<file path="config.mk">
export PLATFORM = sky130hd
export DESIGN_NAME = ifft_syn
export DESIGN_NICKNAME = d
export VERILOG_FILES = /design/src/rtl/ifft_syn_pkg.sv /design/src/rtl/ifft_syn_mac.sv /design/src/rtl/ifft_syn.sv
export SDC_FILE = /design/constraint.sdc
export NUM_CORES = 2
export LEC_CHECK = 0
export BUFFER_PORTS_ARGS = -buffer_cell sky130_fd_sc_hd__buf_2
export CORE_ASPECT_RATIO = 1.75
export CORE_MARGIN = 2
export CORE_UTILIZATION = 30
export DETAILED_ROUTE_END_ITERATION = 12
export GPL_ROUTABILITY_DRIVEN = 0
export SLEW_MARGIN = 20
export SYNTH_ARGS = -nofsm -noshare
export SYNTH_HDL_FRONTEND = slang
export SYNTH_HIERARCHICAL = 1
export SYNTH_SLANG_ARGS = --single-unit
</file>
<file path="constraint.sdc">
create_clock -name clk -period 51.4 [get_ports clk]
set_clock_uncertainty 0.1 [all_clocks]
set_input_delay 7.71 -clock clk [delete_from_list [all_inputs] [get_ports clk]]
set_output_delay 7.71 -clock clk [all_outputs]
set_load 0.05 [all_outputs]
</file>
<file path="src/rtl/ifft_syn_pkg.sv">
// Shared constants, twiddle lookup and output scaling for the 16-point
// inverse-DFT synthesiser.
package ifft_syn_pkg;

  localparam int DATA_W = 16;
  localparam int BIN_W  = 32;
  localparam int ACC_W  = 37;
  localparam int N      = 16;

  // Quarter-wave cosine table, signed Q2.14
  localparam logic signed [15:0] TW_M0 = 16'sd16384;
  localparam logic signed [15:0] TW_M1 = 16'sd15137;
  localparam logic signed [15:0] TW_M2 = 16'sd11585;
  localparam logic signed [15:0] TW_M3 = 16'sd6270;
  localparam logic signed [15:0] TW_M4 = 16'sd0;

  typedef enum logic [1:0] {
    ST_IDLE = 2'd0,
    ST_MAC  = 2'd1,
    ST_EMIT = 2'd2
  } state_e;

  function automatic logic signed [15:0] cos_q14(input logic [3:0] m);
    case (m)
      4'd0:    return TW_M0;
      4'd1:    return TW_M1;
      4'd2:    return TW_M2;
      4'd3:    return TW_M3;
      4'd4:    return TW_M4;
      4'd5:    return -TW_M3;
      4'd6:    return -TW_M2;
      4'd7:    return -TW_M1;
      4'd8:    return -TW_M0;
      4'd9:    return -TW_M1;
      4'd10:   return -TW_M2;
      4'd11:   return -TW_M3;
      4'd12:   return TW_M4;
      4'd13:   return TW_M3;
      4'd14:   return TW_M2;
      4'd15:   return TW_M1;
      default: return 16'sd0;
    endcase
  endfunction

  // Round half up, drop 14 twiddle bits plus the 1/16 scale, then saturate
  function automatic logic signed [DATA_W-1:0] round_sat(input logic signed [ACC_W-1:0] a);
    logic signed [ACC_W-1:0] r;
    r = (a + 37'sd131072) >>> 18;
    if (r > 37'sd32767) begin
      return 16'sd32767;
    end else if (r < -37'sd32768) begin
      return -16'sd32768;
    end else begin
      return r[DATA_W-1:0];
    end
  endfunction

endpackage

</file>
<file path="src/rtl/ifft_syn_mac.sv">
// Time-multiplexed complex x twiddle multiply-accumulate: acc += Xr*cos(m) - Xi*sin(m).
module ifft_syn_mac
  import ifft_syn_pkg::*;
(
  input  logic                    clk,
  input  logic                    rst,
  input  logic [BIN_W-1:0]        bin,
  input  logic [3:0]              m,
  input  logic                    clr,
  input  logic                    en,
  output logic signed [ACC_W-1:0] acc
);

  logic signed [15:0]      xr_s;
  logic signed [15:0]      xi_s;
  logic signed [15:0]      c_s;
  logic signed [15:0]      s_s;
  logic [3:0]              m_sin_s;
  logic signed [31:0]      p_re_s;
  logic signed [31:0]      p_im_s;
  logic signed [ACC_W-1:0] term_s;
  logic signed [ACC_W-1:0] acc_r;

  assign xr_s    = signed'(bin[31:16]);
  assign xi_s    = signed'(bin[15:0]);
  // sin(m) is cos(m - 4), i.e. a quarter-turn back in the 4-bit phase
  assign m_sin_s = m + 4'd12;
  assign c_s     = cos_q14(m);
  assign s_s     = cos_q14(m_sin_s);
  assign p_re_s  = 32'(xr_s) * 32'(c_s);
  assign p_im_s  = 32'(xi_s) * 32'(s_s);
  assign term_s  = ACC_W'(p_re_s) - ACC_W'(p_im_s);

  // Accumulator register
  always_ff @(posedge clk or posedge rst) begin
    if (rst) begin
      acc_r <= '0;
    end else if (clr) begin
      acc_r <= '0;
    end else if (en) begin
      acc_r <= acc_r + term_s;
    end else begin
      acc_r <= acc_r;
    end
  end

  assign acc = acc_r;

endmodule

</file>
<file path="src/rtl/ifft_syn.sv">
// 16-point inverse-DFT synthesiser: captures one frame of bins and streams
// 16 real Q8.8 samples, 17 cycles per sample.
module ifft_syn
  import ifft_syn_pkg::*;
(
  input  logic              clk,
  input  logic              rst,
  input  logic              fft_valid,
  input  logic [BIN_W-1:0]  fft_d0,
  input  logic [BIN_W-1:0]  fft_d1,
  input  logic [BIN_W-1:0]  fft_d2,
  input  logic [BIN_W-1:0]  fft_d3,
  input  logic [BIN_W-1:0]  fft_d4,
  input  logic [BIN_W-1:0]  fft_d5,
  input  logic [BIN_W-1:0]  fft_d6,
  input  logic [BIN_W-1:0]  fft_d7,
  input  logic [BIN_W-1:0]  fft_d8,
  input  logic [BIN_W-1:0]  fft_d9,
  input  logic [BIN_W-1:0]  fft_d10,
  input  logic [BIN_W-1:0]  fft_d11,
  input  logic [BIN_W-1:0]  fft_d12,
  input  logic [BIN_W-1:0]  fft_d13,
  input  logic [BIN_W-1:0]  fft_d14,
  input  logic [BIN_W-1:0]  fft_d15,
  output logic              ready,
  output logic [DATA_W-1:0] data,
  output logic              data_valid,
  output logic              frame_done,
  output logic              overrun
);

  logic [BIN_W-1:0]        bins_s  [N];
  logic [BIN_W-1:0]        frame_r [N];
  logic                    fv_q_r;
  logic                    strobe_s;
  state_e                  state_r;
  state_e                  state_nx_s;
  logic                    capture_s;
  logic                    mac_en_s;
  logic                    mac_clr_s;
  logic                    emit_s;
  logic [3:0]              k_r;
  logic [3:0]              n_r;
  logic [3:0]              phase_r;
  logic signed [ACC_W-1:0] acc_s;
  logic signed [DATA_W-1:0] sample_s;
  logic                    ready_r;
  logic [DATA_W-1:0]       data_r;
  logic                    data_valid_r;
  logic                    frame_done_r;
  logic                    overrun_r;

  assign bins_s[0]  = fft_d0;   assign bins_s[1]  = fft_d1;
  assign bins_s[2]  = fft_d2;   assign bins_s[3]  = fft_d3;
  assign bins_s[4]  = fft_d4;   assign bins_s[5]  = fft_d5;
  assign bins_s[6]  = fft_d6;   assign bins_s[7]  = fft_d7;
  assign bins_s[8]  = fft_d8;   assign bins_s[9]  = fft_d9;
  assign bins_s[10] = fft_d10;  assign bins_s[11] = fft_d11;
  assign bins_s[12] = fft_d12;  assign bins_s[13] = fft_d13;
  assign bins_s[14] = fft_d14;  assign bins_s[15] = fft_d15;

  assign strobe_s = fft_valid & ~fv_q_r;

  // Edge-detect delay and FSM state register
  always_ff @(posedge clk or posedge rst) begin
    if (rst) begin
      fv_q_r  <= 1'b0;
      state_r <= ST_IDLE;
    end else begin
      fv_q_r  <= fft_valid;
      state_r <= state_nx_s;
    end
  end

  // Next-state logic
  always_comb begin
    state_nx_s = state_r;
    case (state_r)
      ST_IDLE: if (strobe_s) state_nx_s = ST_MAC;  else state_nx_s = ST_IDLE;
      ST_MAC:  if (k_r == 4'd15) state_nx_s = ST_EMIT; else state_nx_s = ST_MAC;
      ST_EMIT: if (n_r == 4'd15) state_nx_s = ST_IDLE; else state_nx_s = ST_MAC;
      default: state_nx_s = ST_IDLE;
    endcase
  end

  // FSM decoded controls
  always_comb begin
    capture_s = 1'b0;
    mac_en_s  = 1'b0;
    mac_clr_s = 1'b1;
    emit_s    = 1'b0;
    case (state_r)
      ST_IDLE: capture_s = strobe_s;
      ST_MAC: begin
        mac_en_s  = 1'b1;
        mac_clr_s = 1'b0;
      end
      ST_EMIT: emit_s = 1'b1;
      default: capture_s = 1'b0;
    endcase
  end

  // Bin index, sample index and twiddle phase m = n*k mod 16
  always_ff @(posedge clk or posedge rst) begin
    if (rst) begin
      k_r     <= 4'd0;
      n_r     <= 4'd0;
      phase_r <= 4'd0;
    end else if (capture_s) begin
      k_r     <= 4'd0;
      n_r     <= 4'd0;
      phase_r <= 4'd0;
    end else if (mac_en_s) begin
      k_r     <= k_r + 4'd1;
      phase_r <= phase_r + n_r;
    end else if (emit_s) begin
      k_r     <= 4'd0;
      n_r     <= n_r + 4'd1;
      phase_r <= 4'd0;
    end else begin
      k_r     <= k_r;
      n_r     <= n_r;
      phase_r <= phase_r;
    end
  end

  // Frame register: only loaded by an accepted capture
  always_ff @(posedge clk or posedge rst) begin
    if (rst) begin
      for (int i = 0; i < N; i++) frame_r[i] <= '0;
    end else if (capture_s) begin
      for (int i = 0; i < N; i++) frame_r[i] <= bins_s[i];
    end else begin
      for (int i = 0; i < N; i++) frame_r[i] <= frame_r[i];
    end
  end

  ifft_syn_mac u_mac (
    .clk (clk),
    .rst (rst),
    .bin (frame_r[k_r]),
    .m   (phase_r),
    .clr (mac_clr_s),
    .en  (mac_en_s),
    .acc (acc_s)
  );

  assign sample_s = round_sat(acc_s);

  // Registered outputs; overrun is sticky until reset
  always_ff @(posedge clk or posedge rst) begin
    if (rst) begin
      ready_r      <= 1'b1;
      data_r       <= '0;
      data_valid_r <= 1'b0;
      frame_done_r <= 1'b0;
      overrun_r    <= 1'b0;
    end else begin
      ready_r      <= (state_r == ST_IDLE);
      data_r       <= emit_s ? sample_s : data_r;
      data_valid_r <= emit_s;
      frame_done_r <= emit_s && (n_r == 4'd15);
      overrun_r    <= overrun_r | (strobe_s && (state_r != ST_IDLE));
    end
  end

  assign ready      = ready_r;
  assign data       = data_r;
  assign data_valid = data_valid_r;
  assign frame_done = frame_done_r;
  assign overrun    = overrun_r;

endmodule
</file>
* Word-level counts from Yosys, hierarchy flattened
Memory sizes are Yosys's and may differ from the RTL's. Index checks and enable logic that the tools add are counted.
Storage, ports and cells: register bits after elaboration 584, memory bits (read-only) 512, input port bits 515, output and inout port bits 20, word-level logic and storage cells 80, memories 2
Cells by class: add/subtract/negate cells 7, multipliers 2, magnitude comparators 3, equal/unequal tests 6, multiplexer cells 22, bitwise gates (word level) 4, reductions and logical operators 7
Memories:
- (name not given) | words 16, width 16, read ports 1, clocked after Yosys merged registers in 0, write ports 0, RTL line ifft_syn_pkg.sv:24 | case (m)
- (name not given) | words 16, width 16, read ports 1, clocked after Yosys merged registers in 0, write ports 0, RTL line ifft_syn_pkg.sv:24
Operators by type and width (number):
- 32-bit binary-select mux with 4-bit select | 1
- 37-bit 2-to-1 mux | 2
- 16-bit by 16-bit multiplier with 32-bit output | 2
- 32-bit 2-to-1 mux | 2
- 37-bit by 19-bit adder with 37-bit output (second input constant) | 1
- 37-bit adder | 1
- 32-bit by 32-bit subtractor with 33-bit output | 1
- 16-bit 2-to-1 mux | 2
- 4-bit 2-to-1 mux | 8
- 19-bit by 16-bit > comparator with 1-bit output (second input constant) | 1
- 19-bit by 16-bit less-than comparator with 1-bit output (second input constant) | 1
- 4-bit by 1-bit adder with 4-bit output (second input constant) | 2
- 4-bit == test (second input constant) | 2
- 2-bit one-hot mux with 3 select lines | 1
- 5-bit greater-or-equal comparator (second input constant) | 1
- 1-bit 2-to-1 mux | 5
- 4-bit inverter with 5-bit output | 1
- 4-bit adder | 1
- 4-bit adder (second input constant) | 1
- 2-bit != test (second input constant) | 2
- 2-bit nonzero test | 2
- 3-bit nonzero test | 1
- 2-bit by 1-bit == test with 1-bit output (second input constant) | 1
- 2-bit == test (second input constant) | 1
- other kinds (7) | 8

* Logic depth before layout (Yosys ltp)
depth after elaboration 9, gate-level depth with buffers 35, mapped depth without buffers 32

* Modules after synthesis
Netlist, hierarchy kept.
By module, submodules not included:
- ifft_syn | instances 1, cells each 1497, area an instance 24596.1 um2, seq. area each 13689.4 um2
- ifft_syn_mac | instances 1, cells each 2549, area an instance 24036.8 um2, seq. area each 925.9 um2

* Least setup slack after synthesis
OpenSTA, ideal clock, no wires.
kind input to register, from input fft_valid, to register frame_r[171] (netlist name), setup time 125 ps, data arrival time 9120 ps, data required time 51175 ps, setup slack 42055 ps, cell stages on the path 6, path buffers 3, path through nand2b_1 nor3_1 clkbuf_1 clkbuf_1 buf_2 mux2_2
On the way: cells in the longest elaborated chain, start to end 2
Ends and longest elaborated chain:
- from (decl) | RTL line ifft_syn.sv:8 | input logic fft_valid,
- 1-bit AND | RTL line ifft_syn.sv:62 | assign strobe_s = fft_valid & ~fv_q_r;
- 1-bit 2-to-1 mux | RTL line ifft_syn.sv:92 | case (state_r)
- to (decl) | RTL line ifft_syn.sv:33 | logic [BIN_W-1:0] frame_r [N];
No other way between the ends. A chain may end at the register's enable or synchronous reset.

* Final worst setup path
from input fft_valid, to register frame_r[16] (netlist name)
The elaborated chain is that of the path after synthesis.

==> results.sh <==
export IMPL_status="finished, final reports clean"
export IMPL_chipWidth_um=308.4
export IMPL_post_dp_cell_area_um2=53690
export IMPL_antenna_left=0
export IMPL_cap_violations=0
export IMPL_start_kind="input port"
export IMPL_seq_area_frac_synth_pct=30.05
export IMPL_crit_path_max_incr_delay_ns=0.85
export IMPL_synth_area_mux_share_pct=20.03
export IMPL_synth_fa_ha_area_share_pct=31.98
export IMPL_crit_chain="buf_2 -> nand2b_1 -> nor3_4 -> buf_4 -> buf_12 -> buf_4 -> buf_4 -> mux2_2"
export IMPL_hold_buffers=0
export IMPL_worst_ep_required_time_ns=51.86
export IMPL_core_area_um2=161300
export IMPL_numCtsBuffers=51
export IMPL_path_common_cell="buf_4"
export IMPL_period_share_pct=23.14
export IMPL_cts_root_buf="clkbuf_16"
export IMPL_drc=0
export IMPL_slew_headroom_pct=30.01
export IMPL_synth_top_family_by_area="adder cells"
export IMPL_drt_iter0_markers=1547
export IMPL_fmax_ghz=0.08409
export IMPL_setup_viol=0
export IMPL_grt_max_degree=166
export IMPL_tightest_slew_ns=1.050
export IMPL_grt_pass1_vias=35530
export IMPL_grt_overflow_total=0
export IMPL_antenna_found_initial=80
export IMPL_fin_crit_ns=11.89
export IMPL_critPathMaxFanout=120
export IMPL_final_cell_area_um2=55660
export IMPL_die_y_um=536.6
export IMPL_worstPathArrival_ns=12.35
export IMPL_cts_repair_resized=0
export IMPL_synth_seq_cells=584
export IMPL_clock_latency_ns=0.68
export IMPL_nets=5855
export IMPL_path_class="input port to register"
export IMPL_hold_viol=0
export IMPL_async_flop_share_pct=100.0
export IMPL_ios=535
export IMPL_cts_tree="done"
export IMPL_crit_path_end_kind="register"
export IMPL_vias_per_cell=4.672
export IMPL_wl_per_cell_um=21.87
export IMPL_drive_gt1_share_pct=30.70
export IMPL_dieArea_um2=165500
export IMPL_syn_avg_cell_area_um2=12.02
export IMPL_slowest_stage="buf_4"
export IMPL_vias=31500
export IMPL_first_pass_iters=5
export IMPL_wl_um=147400
export IMPL_portBuffers=534
export IMPL_path_buf_inv=5
export IMPL_synth_simple_gate_area_share_pct=6.326
export IMPL_synth_compound_area_share_pct=2.323
export IMPL_mappedNetlistNets=5408
export IMPL_grt_pass1_wl_um=221200
export IMPL_synth_cells=4046
export IMPL_htree_levels=2
export IMPL_synthFlopType="dfrtp_1"
export IMPL_clkTransAtPathRegs_ns=0.07
export IMPL_setup_tns_final_ns=0
export IMPL_synth_cell_types=76
export IMPL_dp_hpwl_um=123000
export IMPL_rsz0062_at_grt="false"
export IMPL_drv_slew=0
export IMPL_start_util_pct=30.16
export IMPL_row_count=195
export IMPL_syn_area_um2=48630
export IMPL_grt_usage_pct=18.04
export IMPL_syn_to_final_growth_pct=14.46
export IMPL_cts_sinks=584
export IMPL_synthXorXnorAreaFrac_pct=1.171
export IMPL_synth_edf_count=0
export IMPL_synth_warning_count=6
export IMPL_cts_max_path_buffers=3
export IMPL_min_path_type="register to register"
export IMPL_post_cts_buffers=0
export IMPL_path_delay_family="buffers and inverters"
==> final cells by class <==
class / instances / area, um^2
multi-input combinational: 2425 / 30100
sequential: 584 / 14630
tap: 2167 / 2711
antenna: 41 / 102.6
fill: 16070 / 105600
inverter: 855 / 3217
clock inverter: 26 / 394.1
timing repair buffer: 576 / 3038
clock buffer: 68 / 1471
==> flip-flops by register name, summed over array words and instances, names as in the netlist <==
signal      flops
frame_r       512
u_mac/acc      37
data           16
k_r             4
n_r             4
phase_r         4
state_r         2
data_valid      1
frame_done      1
fv_q_r          1
overrun         1
ready           1
==> worst paths after layout <==
| path | from | end | slack, ns | depth (start not counted) |
|---|---|---|---|---|
| max in group asynchronous | rst | frame_r[228]$_DFFE_PP0P_ | 41.14 | 5 |
| hold / removal | overrun$_DFF_PP0_ | overrun$_DFF_PP0_ | 0.38 | 1 |
| hold reg to reg | overrun$_DFF_PP0_ | overrun$_DFF_PP0_ | 0.38 | 1 |
| min in group asynchronous | rst | data[2]$_DFFE_PP0P_ | 7.05 | 2 |
| setup reg to reg | k_r[0]$_DFFE_PP0P_ | u_mac/acc[31]$_DFFE_PP0P_ | 40.20 | 29 |
| setup / recovery | fft_valid | frame_r[16]$_DFFE_PP0P_ | 39.51 | 8 |
==> per-stage QoR <==
stage | hold WS [ns] | setup slack (ns) | utilization [%] | std cells
detailed placement | 0.3646 | 38.57 | 33.29 | 6607
floorplan | 0.3752 | 28.30 | - | 4046
CTS | 0.3845 | 39.28 | 34.45 | 6701
global placement | 0.3728 | 38.62 | 33.29 | 6607
global route | 0.4105 | 39.24 | 34.49 | 6727
finish | 0.3779 | 39.51 | 34.51 | 6742
==> cells by family after synthesis <==
logic type,after synthesis
flip-flops,584
buffers and inverters,1037
adder cells (fa/ha/maj),848
multiplexers,709
AND/OR/NAND/NOR,631
XOR/XNOR,65
AO/OA/AOI/OAI,172
==> routing by layer <==
metal	track usage [%]	vias up	part of all wire (%)
li1	-	13770	-
met1	17.55	16380	32
met2	33.56	929	54
met3	4.322	360	6.0
met4	11.97	58	7.4
met5	0	-	0.24
==> cells in the final DEF, fill, tap and decap left out, types with 41 or more instances in the layout <==
cell type	netlist	routed
inv_1	854	851
fa_1	659	659
dfrtp_1	583	579
buf_2	34	534
mux2_2	513	513
nand2_1	257	257
ha_1	188	188
mux4_2	160	160
and2_1	135	135
nor2_1	100	100
clkbuf_16	0	52
a21oi_1	48	47
xnor2_1	46	46
diode_2	0	41
==> cell usage after synthesis (6+ instances only) <==
master	n	area [um^2]
fa_1	659	13190
nand2b_1	13	81.33
buf_1	25	93.84
nor2_1	100	375.4
nor4_1	6	37.54
nor2b_1	20	125.1
buf_2	34	170.2
xnor2_1	46	402.9
inv_1	854	3206
clkbuf_1	121	454.2
nand3_1	26	130.1
o21ai_1	15	75.07
and3_1	14	87.58
mux2_2	513	5777
a21o_1	14	105.1
nand4_1	9	56.30
a21oi_1	48	240.2
mux4_2	160	3603
a31oi_1	7	43.79
dfrtp_1	583	14590
nor3_1	12	60.06
or2_2	16	100.1
xor2_1	19	166.4
mux2i_1	36	360.4
ha_1	188	2352
o21ai_0	30	150.1
and2_1	135	844.6
nand2_1	257	964.7
Power is not shown: default switching activity piles up to over one toggle a cycle in this logic, so the estimate is an artifact.
